File: src/rtl/segway_ride_seq.sv
`default_nettype none
// ============================================================================
//  Module   : segway_ride_seq
//  Purpose  : Ride sequencer driving pwr_up, soft-start ss_tmr and en_steer
//             from rider load qualification and the too_fast flag.
//             Optional macro SS_RAMP_DOWN_EN adds a soft ramp-down state.
//  Revision : 1.0  initial release
// ============================================================================
module segway_ride_seq #(
    parameter int          SS_PRESCALE  = 1024,
    parameter int          STEER_HOLD   = 25000000,
    parameter logic [11:0] MIN_RIDER_WT = 12'h200,
    parameter logic [11:0] WT_HYST      = 12'h040
) (
    input  logic        clk,
    input  logic        rst_n,
    input  logic        pwr_req,
    input  logic        ld_vld,
    input  logic [11:0] lft_ld,
    input  logic [11:0] rght_ld,
    input  logic        too_fast,
    output logic        pwr_up,
    output logic [7:0]  ss_tmr,
    output logic        en_steer,
    output logic        rider_off
);

    localparam int c_PS_W = (SS_PRESCALE > 1) ? $clog2(SS_PRESCALE) : 1;
    localparam int c_ST_W = (STEER_HOLD > 1) ? $clog2(STEER_HOLD) : 1;

    localparam logic [c_PS_W-1:0] c_PS_TC  = c_PS_W'(SS_PRESCALE - 1);
    localparam logic [c_ST_W-1:0] c_ST_TC  = c_ST_W'(STEER_HOLD - 1);
    localparam logic [12:0]       c_WT_ON  = {1'b0, MIN_RIDER_WT};
    localparam logic [12:0]       c_WT_OFF = {1'b0, MIN_RIDER_WT - WT_HYST};

    localparam logic [2:0] c_S_OFF   = 3'd0;
    localparam logic [2:0] c_S_RAMP  = 3'd1;
    localparam logic [2:0] c_S_WAIT  = 3'd2;
    localparam logic [2:0] c_S_STEER = 3'd3;
`ifdef SS_RAMP_DOWN_EN
    localparam logic [2:0] c_S_RAMP_DN = 3'd4;
    localparam logic [2:0] c_S_DROP    = c_S_RAMP_DN;
`else
    localparam logic [2:0] c_S_DROP    = c_S_OFF;
`endif

    logic [2:0]        r_state;
    logic [11:0]       r_lft;
    logic [11:0]       r_rght;
    logic              r_rider_present;
    logic [c_PS_W-1:0] r_ps_cnt;
    logic [c_ST_W-1:0] r_st_cnt;
    logic              r_pwr_up;
    logic [7:0]        r_ss_tmr;
    logic              r_en_steer;
    logic              r_rider_off;

    logic [11:0]       w_lft;
    logic [11:0]       w_rght;
    logic [12:0]       w_sum;
    logic [11:0]       w_diff;
    logic              w_balanced;
    logic              w_rider_nxt;
    logic              w_qualified;
    logic              w_ps_tc;
    logic [2:0]        w_state_nxt;
    logic [c_PS_W-1:0] w_ps_nxt;
    logic [c_ST_W-1:0] w_st_nxt;
    logic [7:0]        w_ss_nxt;
    logic              w_pwr_nxt;
    logic              w_en_nxt;
    logic              w_rider_off_nxt;

    // A fresh sample is evaluated in the clock it arrives so decisions land one clock later.
    assign w_lft      = ld_vld ? lft_ld  : r_lft;
    assign w_rght     = ld_vld ? rght_ld : r_rght;
    assign w_sum      = {1'b0, w_lft} + {1'b0, w_rght};
    assign w_diff     = (w_lft >= w_rght) ? (w_lft - w_rght) : (w_rght - w_lft);
    assign w_balanced = ({1'b0, w_diff} < (w_sum >> 2));

    always_comb begin
        w_rider_nxt = r_rider_present;
        if (w_sum > c_WT_ON) begin
            w_rider_nxt = 1'b1;
        end else if (w_sum < c_WT_OFF) begin
            w_rider_nxt = 1'b0;
        end
    end

    assign w_qualified = w_rider_nxt & w_balanced & ~too_fast;
    assign w_ps_tc     = (r_ps_cnt == c_PS_TC);

    always_comb begin
        w_state_nxt = r_state;
        w_ps_nxt    = '0;
        w_st_nxt    = '0;
        w_ss_nxt    = r_ss_tmr;

        case (r_state)
            c_S_OFF: begin
                w_ss_nxt = '0;
                if (pwr_req) begin
                    w_state_nxt = c_S_RAMP;
                end
            end

            c_S_RAMP: begin
                if (!pwr_req) begin
                    w_state_nxt = c_S_DROP;
                end else if (r_ss_tmr == 8'hFF) begin
                    w_state_nxt = c_S_WAIT;
                end else if (w_ps_tc) begin
                    w_ss_nxt = r_ss_tmr + 8'd1;
                    if (r_ss_tmr == 8'hFE) begin
                        w_state_nxt = c_S_WAIT;
                    end
                end else begin
                    w_ps_nxt = r_ps_cnt + 1'b1;
                end
            end

            c_S_WAIT: begin
                if (!pwr_req) begin
                    w_state_nxt = c_S_DROP;
                end else if (w_qualified) begin
                    if (r_st_cnt == c_ST_TC) begin
                        w_state_nxt = c_S_STEER;
                    end else begin
                        w_st_nxt = r_st_cnt + 1'b1;
                    end
                end
            end

            c_S_STEER: begin
                if (!pwr_req) begin
                    w_state_nxt = c_S_DROP;
                end else if (!w_qualified) begin
                    w_state_nxt = c_S_WAIT;
                end
            end

`ifdef SS_RAMP_DOWN_EN
            c_S_RAMP_DN: begin
                if (pwr_req) begin
                    w_state_nxt = c_S_RAMP;
                end else if (r_ss_tmr == 8'h00) begin
                    w_state_nxt = c_S_OFF;
                end else if (w_ps_tc) begin
                    w_ss_nxt = r_ss_tmr - 8'd1;
                end else begin
                    w_ps_nxt = r_ps_cnt + 1'b1;
                end
            end
`endif

            default: begin
                w_state_nxt = c_S_OFF;
            end
        endcase

        if (w_state_nxt == c_S_OFF) begin
            w_ss_nxt = '0;
        end

        w_pwr_nxt       = (w_state_nxt != c_S_OFF);
        w_en_nxt        = (w_state_nxt == c_S_STEER);
        w_rider_off_nxt = w_pwr_nxt & ~w_rider_nxt;
    end

    always_ff @(posedge clk or negedge rst_n) begin
        if (!rst_n) begin
            r_state         <= c_S_OFF;
            r_lft           <= '0;
            r_rght          <= '0;
            r_rider_present <= 1'b0;
            r_ps_cnt        <= '0;
            r_st_cnt        <= '0;
            r_pwr_up        <= 1'b0;
            r_ss_tmr        <= '0;
            r_en_steer      <= 1'b0;
            r_rider_off     <= 1'b0;
        end else begin
            if (ld_vld) begin
                r_lft  <= lft_ld;
                r_rght <= rght_ld;
            end
            r_state         <= w_state_nxt;
            r_rider_present <= w_rider_nxt;
            r_ps_cnt        <= w_ps_nxt;
            r_st_cnt        <= w_st_nxt;
            r_pwr_up        <= w_pwr_nxt;
            r_ss_tmr        <= w_ss_nxt;
            r_en_steer      <= w_en_nxt;
            r_rider_off     <= w_rider_off_nxt;
        end
    end

    assign pwr_up    = r_pwr_up;
    assign ss_tmr    = r_ss_tmr;
    assign en_steer  = r_en_steer;
    assign rider_off = r_rider_off;

endmodule
`default_nettype wire

File: config.mk
export PLATFORM = sky130hd
export DESIGN_NAME = segway_ride_seq
export DESIGN_NICKNAME = d
export VERILOG_FILES = /design/src/rtl/segway_ride_seq.sv
export SDC_FILE = /design/constraint.sdc
export NUM_CORES = 1
export LEC_CHECK = 0
export ABC_CLOCK_PERIOD_IN_PS = 9600
export CAP_MARGIN = 20
export CORE_MARGIN = 2
export CORE_UTILIZATION = 34
export CTS_CLUSTER_DIAMETER = 120
export DETAILED_ROUTE_END_ITERATION = 8
export GPL_TIMING_DRIVEN = 0
export HOLD_SLACK_MARGIN = 0.12
export SLEW_MARGIN = 15
export SYNTH_ARGS = -nofsm -noshare
export SYNTH_HDL_FRONTEND = slang
export SYNTH_SLANG_ARGS = --single-unit
File: constraint.sdc
create_clock -name clk -period 9.6 [get_ports clk]
set_input_delay 1.44 -clock clk [delete_from_list [all_inputs] [get_ports clk]]
set_output_delay 1.44 -clock clk [all_outputs]
set_load 0.01 [all_outputs]
# ---- Word-level counts from Yosys, hierarchy flattened
# Cells that the tools add are included.
dict set report classes {
  muxes 29
  n_div 0
  n_reduce_logical 5
  add_sub_neg 6
  n_eq_ne 11
  shifts 0
  order_cmp 4
  n_bitwise 5
  n_mul 0
}
# op count
set ops {}
lappend ops {{25-bit 2-to-1 mux} 4}
lappend ops {{10-bit 2-to-1 mux} 4}
lappend ops {{12-bit 2-to-1 mux} 3}
lappend ops {{8-bit 2-to-1 mux} 4}
lappend ops {{3-bit 2-to-1 mux} 10}
lappend ops {{25-bit by 1-bit adder with 25-bit output (second input constant)} 1}
lappend ops {{25-bit equality test (second input constant)} 1}
lappend ops {{12-bit subtractor} 2}
lappend ops {{8-bit equality test (second input constant)} 2}
lappend ops {{8-bit case mux with 2 select lines} 1}
lappend ops {{12-bit by 12-bit adder with 13-bit output} 1}
lappend ops {{13-bit by 10-bit > comparator with 1-bit output (second input constant)} 1}
lappend ops {{13-bit by 9-bit < comparator with 1-bit output (second input constant)} 1}
lappend ops {{12-bit greater-or-equal comparator} 1}
lappend ops {{12-bit by 11-bit < comparator with 1-bit output} 1}
lappend ops {{3-bit case mux with 4 select lines} 1}
lappend ops {{10-bit by 1-bit adder with 10-bit output (second input constant)} 1}
lappend ops {{10-bit equality test (second input constant)} 1}
lappend ops {{3-bit by 2-bit equality test with 1-bit output (second input constant)} 3}
lappend ops {{3-bit != test (second input constant)} 3}
lappend ops {{8-bit by 1-bit adder with 8-bit output (second input constant)} 1}
lappend ops {{3-bit zero test} 2}
lappend ops {{3-bit nonzero test} 2}
lappend ops {{4-bit AND reduction} 1}
lappend ops {{4 further kinds} 8}
dict set report totals {
  word_cells 70
  inputBits 29
  latchBits 0
  mem_bits_ro 0
  ramBits 0
  register_bits 74
  out_inout_bits 11
  mem_count 0
}

# ---- Longest topological paths before layout
dict set report depth {
  word_depth 13
  depth_mapped 24
  mapped_depth_nobuf 20
}

# ---- Worst setup path after synthesis
# No wires, ideal clock.
dict set report synth_path {
  path_kind {in2reg}
  from {in ld_vld}
  to {reg r_st_cnt[10]}
  arrival_time_ns 6.499
  n_path_buf 5
  path_stages 23
  setup_ns 0.080
  slack_ns 3.020
  required_ns 9.520
  path_cell_list {clkbuf_1 buf_1 mux2i_1 inv_1 ha_1 clkbuf_1 a21oi_1 o21ai_0 nor2_1 o21ai_1 clkbuf_1 mux2i_1 o2111ai_1 o211a_1 ha_1 a21o_1 a21o_1 a21oi_1 a21oi_1 a211o_1 nand4b_1 buf_2 nor3_2}
}
dict set report synth_between {
  elab_chain_len 10
  word_cells_on_any_way 17
  cone_classes {3 x add/sub; 4 x order compare; 8 x mux; 2 x bitwise}
}
# element line
set synth_lines {}
lappend synth_lines {{start, declared} 18} ;# input logic ld_vld,
lappend synth_lines {{12-bit 2-to-1 mux (*)} -}
lappend synth_lines {{named net w_rght[5]} 59} ;# logic [11:0] w_rght;
lappend synth_lines {{12-bit by 12-bit adder with 13-bit output} 77} ;# assign w_sum = {1'b0, w_lft} + {1'b0, w_rght};
lappend synth_lines {{13-bit by 9-bit < comparator with 1-bit output} 85} ;# end else if (w_sum < c_WT_OFF) begin
lappend synth_lines {{1-bit 2-to-1 mux} 85}
lappend synth_lines {{1-bit 2-to-1 mux} 83} ;# if (w_sum > c_WT_ON) begin
lappend synth_lines {{1-bit AND (*) (2 in a row)} 90} ;# assign w_qualified = w_rider_nxt & w_balanced & ~too_fast;
lappend synth_lines {{25-bit 2-to-1 mux (*)} 125} ;# end else if (w_qualified) begin
lappend synth_lines {{25-bit 2-to-1 mux (*)} 123} ;# if (!pwr_req) begin
lappend synth_lines {{25-bit 2-to-1 mux (*)} 99} ;# case (r_state)
lappend synth_lines {{named net w_st_nxt[10]} 68} ;# logic [c_ST_W-1:0] w_st_nxt;
lappend synth_lines {{end signal, assigned} 190} ;# r_st_cnt <= w_st_nxt;
lappend synth_lines {{end, declared} 52} ;# logic [c_ST_W-1:0] r_st_cnt;
# The timed path passes the listed nets; every way through them passes the cells marked *.
# A chain may end at the register's enable or synchronous reset.

# ---- Worst setup path after layout
dict set report layout_path {
  from {in ld_vld}
  to {reg r_st_cnt[14]}
}
# Same word-level chain as after synthesis.

==> results.yml <==
run_status:
  run_status: "complete, no violations"
min_path:
  hold_path_depth: 1
  hold_start: "r_ps_cnt[0]"
  worstHoldEndpoint: "r_ps_cnt[0]"
  min_path_type: "register to register"
clock_network:
  cts_num_sinks: 74
  clkTransAtPathRegs_ns: 0.06
  cts_setup_buffers: 0
  cts_made_buffers: 9
  ctsHtreeMaxLevel: 3
  cts_resized: 0
  clock-root-buffer: "clkbuf_16"
  cts_tree: "done"
  clock_latency_ns: 0.34
  clockBufferDepth: 2
  cts_hold_buf: 0
timing:
  fin_crit_sh: 0.801
  setup_viol: 0
  max_freq_ghz: 0.130
  finalSetupTns_ns: 0
  slew_headroom: 0.416
  final-hold-violation-count: 0
  slew_violations: 0
  worst_slew_pin_slew_ns: 0.876
  rsz0062_at_grt: "false"
  layout_min_cycle_time_ns: 7.69
  clock_skew_ns: 0.00721
synth:
  synth_cells: 570
  ys.flop_type: "dfrtp_1"
  yosysTopAreaCell: "dfrtp_1"
  synth_top_cell_area_share: 0.347
  yosys_register_bits: 74
  synth_nets: 651
  ys_top_cells_by_area: "dfrtp_1 (35%), ha_1 (11%), mux2i_1 (6.0%)"
  synth_edf_count: 0
  synth.most_common_cell: "dfrtp_1"
  syn_avg_cell_area_um2: 9.37
  synth_cell_types: 63
  ys_warn_count: 0
  async_flop_share: 1.00
  mappedNetlistArea_mm2: 0.00534
  netlist_top_cells_count: "dfrtp_1 (74), ha_1 (49), nor2_1 (47)"
  yosysSeqAreaShare: 0.347
global_route:
  grt_max_degree: 48
  antenna_found_initial: 0
  grt_use_total: 0.160
  grt_pass1_vias: 4431
  grt_first_pass_wirelength_um: 21000
  grt_overflow: 0
run:
  cap_viol_max_count: 0
detailed_routing:
  vias: 4301
  wl_per_cell_um: 14.8
  drtAntennaViolNets: 0
  vias_per_cell: 5.14
  wl_um: 12400
  drt_iter0_drc: 231
  drt_pass1_iterations: 5
  drcViolationCount: 0
place:
  gp_congestion: 0.880
  numPortBuffers: 38
  dp_hpwl_um: 9470
  post_dp_cell_area_mm2: 0.00601
finish:
  area_growth_pct: 18.1
  nets: 701
  num_antenna_cells: 0
  fin_area_mm2: 0.00631
  drive_gt1_frac: 0.0912
critical_path:
  r2r-end: "r_st_cnt[14]"
  crit_family: "compound AO/OA/AOI/OAI gates"
  path_class: "primary input to register"
  start_kind: "primary input"
  end_kind: "register"
  timing.rr.start: "r_rght[5]"
  crit_chain: "clkbuf_1 > buf_1 > mux2i_1 > inv_1 > ha_1 > clkbuf_1 > a21oi_1 > o21ai_0 > nor2_1 > o21ai_1 > clkbuf_1 > mux2i_1 > o2111ai_1 > o211a_1 > ha_1 > a21o_1 > a21o_1 > a21oi_1 > a21oi_1 > a211o_1 > nand4b_1 > buf_2 > nor3_2"
  required_ns: 9.86
  cp_data_arrival_time_ns: 7.95
  reg2reg_slack_ns: 3.68
  reg2reg_depth: 21
  path_max_fanout: 10
  critPathSlowestCell: "buf_1"
  cpPeakStageDelay_ns: 0.59
  worst-path-buf-inv: 6
die:
  die_y_um: 129
  initial_core_util: 0.350
  core_area_mm2: 0.0153
  die_area_mm2: 0.0167
  rows: 45
  io_pins: 40
  dieWidth_um: 129
power:
  peakVddDrop_mv: 0.0860
  seqPwrFrac: 0.317
  power.density_mw_per_mm2: 164
  finalPower_w: 0.00103
  p_sw_frac: 0.345
  leakagePower_nw: 2.72
  p_clk_frac: 0.326
  p_comb_frac: 0.356
  p_sw_w: 0.000356
  intPower_w: 0.000676
how the worst max path moves through the flow:
stage | slack (ns) | startpoint | depth (start not counted) | to
CTS | 1.93 | ld_vld | 23 | r_st_cnt[14]
floorplan | 3.02 | ld_vld | 23 | r_st_cnt[10]
finish | 1.91 | ld_vld | 23 | r_st_cnt[14]
global route | 1.34 | ld_vld | 23 | r_st_cnt[11]
detailed placement | 1.61 | ld_vld | 23 | r_st_cnt[8]
global placement | 1.75 | ld_vld | 22 | r_st_cnt[14]
area by class of cell:
| cell class | instances | area (µm²) |
|---|---|---|
| multi-input cells | 431 | 3230 |
| repair buffers | 39 | 405 |
| clock buffers | 10 | 229 |
| plain buffers | 21 | 97.6 |
| flip-flops and latches | 74 | 1850 |
| well taps | 211 | 264 |
| fillers | 1557 | 8950 |
| inverters | 44 | 165 |
| clock inverters | 6 | 67.6 |
power by group through the flow:
stage | Sequential (W) | Combinational [W] | Clock (W)
floorplan | 0.000332 | 0.000271 | 0
global placement | 0.000333 | 0.000358 | 0
detailed placement | 0.000333 | 0.000366 | 0
CTS | 0.000327 | 0.000369 | 0.000348
global route | 0.000329 | 0.000413 | 0.000362
finish | 0.000327 | 0.000368 | 0.000337
flip-flops by register name, indices dropped and copies added (netlist names):
register         cells
en_steer             1
r_rght              12
rider_off            1
r_st_cnt            25
pwr_up               1
r_ps_cnt            10
r_state              3
ss_tmr               8
r_rider_present      1
r_lft               12
worst reg2reg max path: stages (launching register included):
cell and delay (ns):
dfrtp_1 0.36, mux2i_1 0.18, inv_1 0.11, ha_1 0.33
clkbuf_1 0.34, a21oi_1 0.13, o21ai_0 0.40, nor2_1 0.10
o21ai_1 0.53, clkbuf_1 0.59, mux2i_1 0.33, o2111ai_1 0.16
o211a_1 0.16, ha_1 0.29, a21o_1 0.19, a21o_1 0.18
a21oi_1 0.18, a21oi_1 0.10, a211o_1 0.28, nand4b_1 0.37
buf_2 0.34, nor3_2 0.19
cell families (layout without fill, tap and decap cells):
| family | count (synthesis) | count (layout) | share of synthesized area |
|---|---|---|---|
| AO/OA/AOI/OAI | 105 | 105 | 0.134 |
| other | 1 | 1 | 0.000702 |
| buffers and inverters | 65 | 120 | 0.0492 |
| multiplexers | 38 | 38 | 0.0726 |
| flip-flops | 74 | 74 | 0.347 |
| XOR/XNOR | 43 | 43 | 0.0705 |
| adder cells (fa/ha/maj) | 52 | 52 | 0.126 |
| AND/OR/NAND/NOR | 192 | 192 | 0.200 |
stage by stage:
step           utilization  hold slack [ns]  cells  setup slack, ns
5_1_grt              0.413            0.519    836             1.34
6_report             0.413            0.484    836             1.91
3_3_place_gp         0.392            0.470    819             1.75
4_1_cts              0.413            0.487    836             1.93
3_5_place_dp         0.394            0.479    820             1.61
2_1_floorplan            -            0.447    570             3.02
layer usage:
layer,track usage,vias to the layer above,part of all wire
met2,0.274,64,0.48
met5,0,-,0
met1,0.199,2116,0.46
met4,0.0492,0,0.016
li1,-,2109,-
met3,0.0396,12,0.039
cells in the final DEF, fill, tap and decap left out, types with 3 or more instances in the layout:
cell / n
mux2_2: 6
and4_1: 3
nor2_1: 47
nand2b_1: 7
nand4_1: 11
or3_1: 4
clkdlybuf4s50_1: 37
nand3_1: 23
o211ai_1: 4
and3_1: 12
ha_1: 49
o221ai_1: 3
a31oi_1: 6
nor3b_1: 3
a21oi_1: 36
nand2_1: 28
nor3_2: 20
buf_2: 3
clkbuf_16: 9
o21ai_0: 13
dfrtp_1: 74
inv_1: 42
clkbuf_1: 15
or2_2: 3
nor4_1: 3
xnor2_1: 25
nor3_1: 11
xor2_1: 18
nor2b_1: 4
a211oi_1: 5
and2_1: 8
mux2i_1: 32
fa_1: 3
a21o_1: 9
Note: power is estimated with default switching activity, not from simulation.
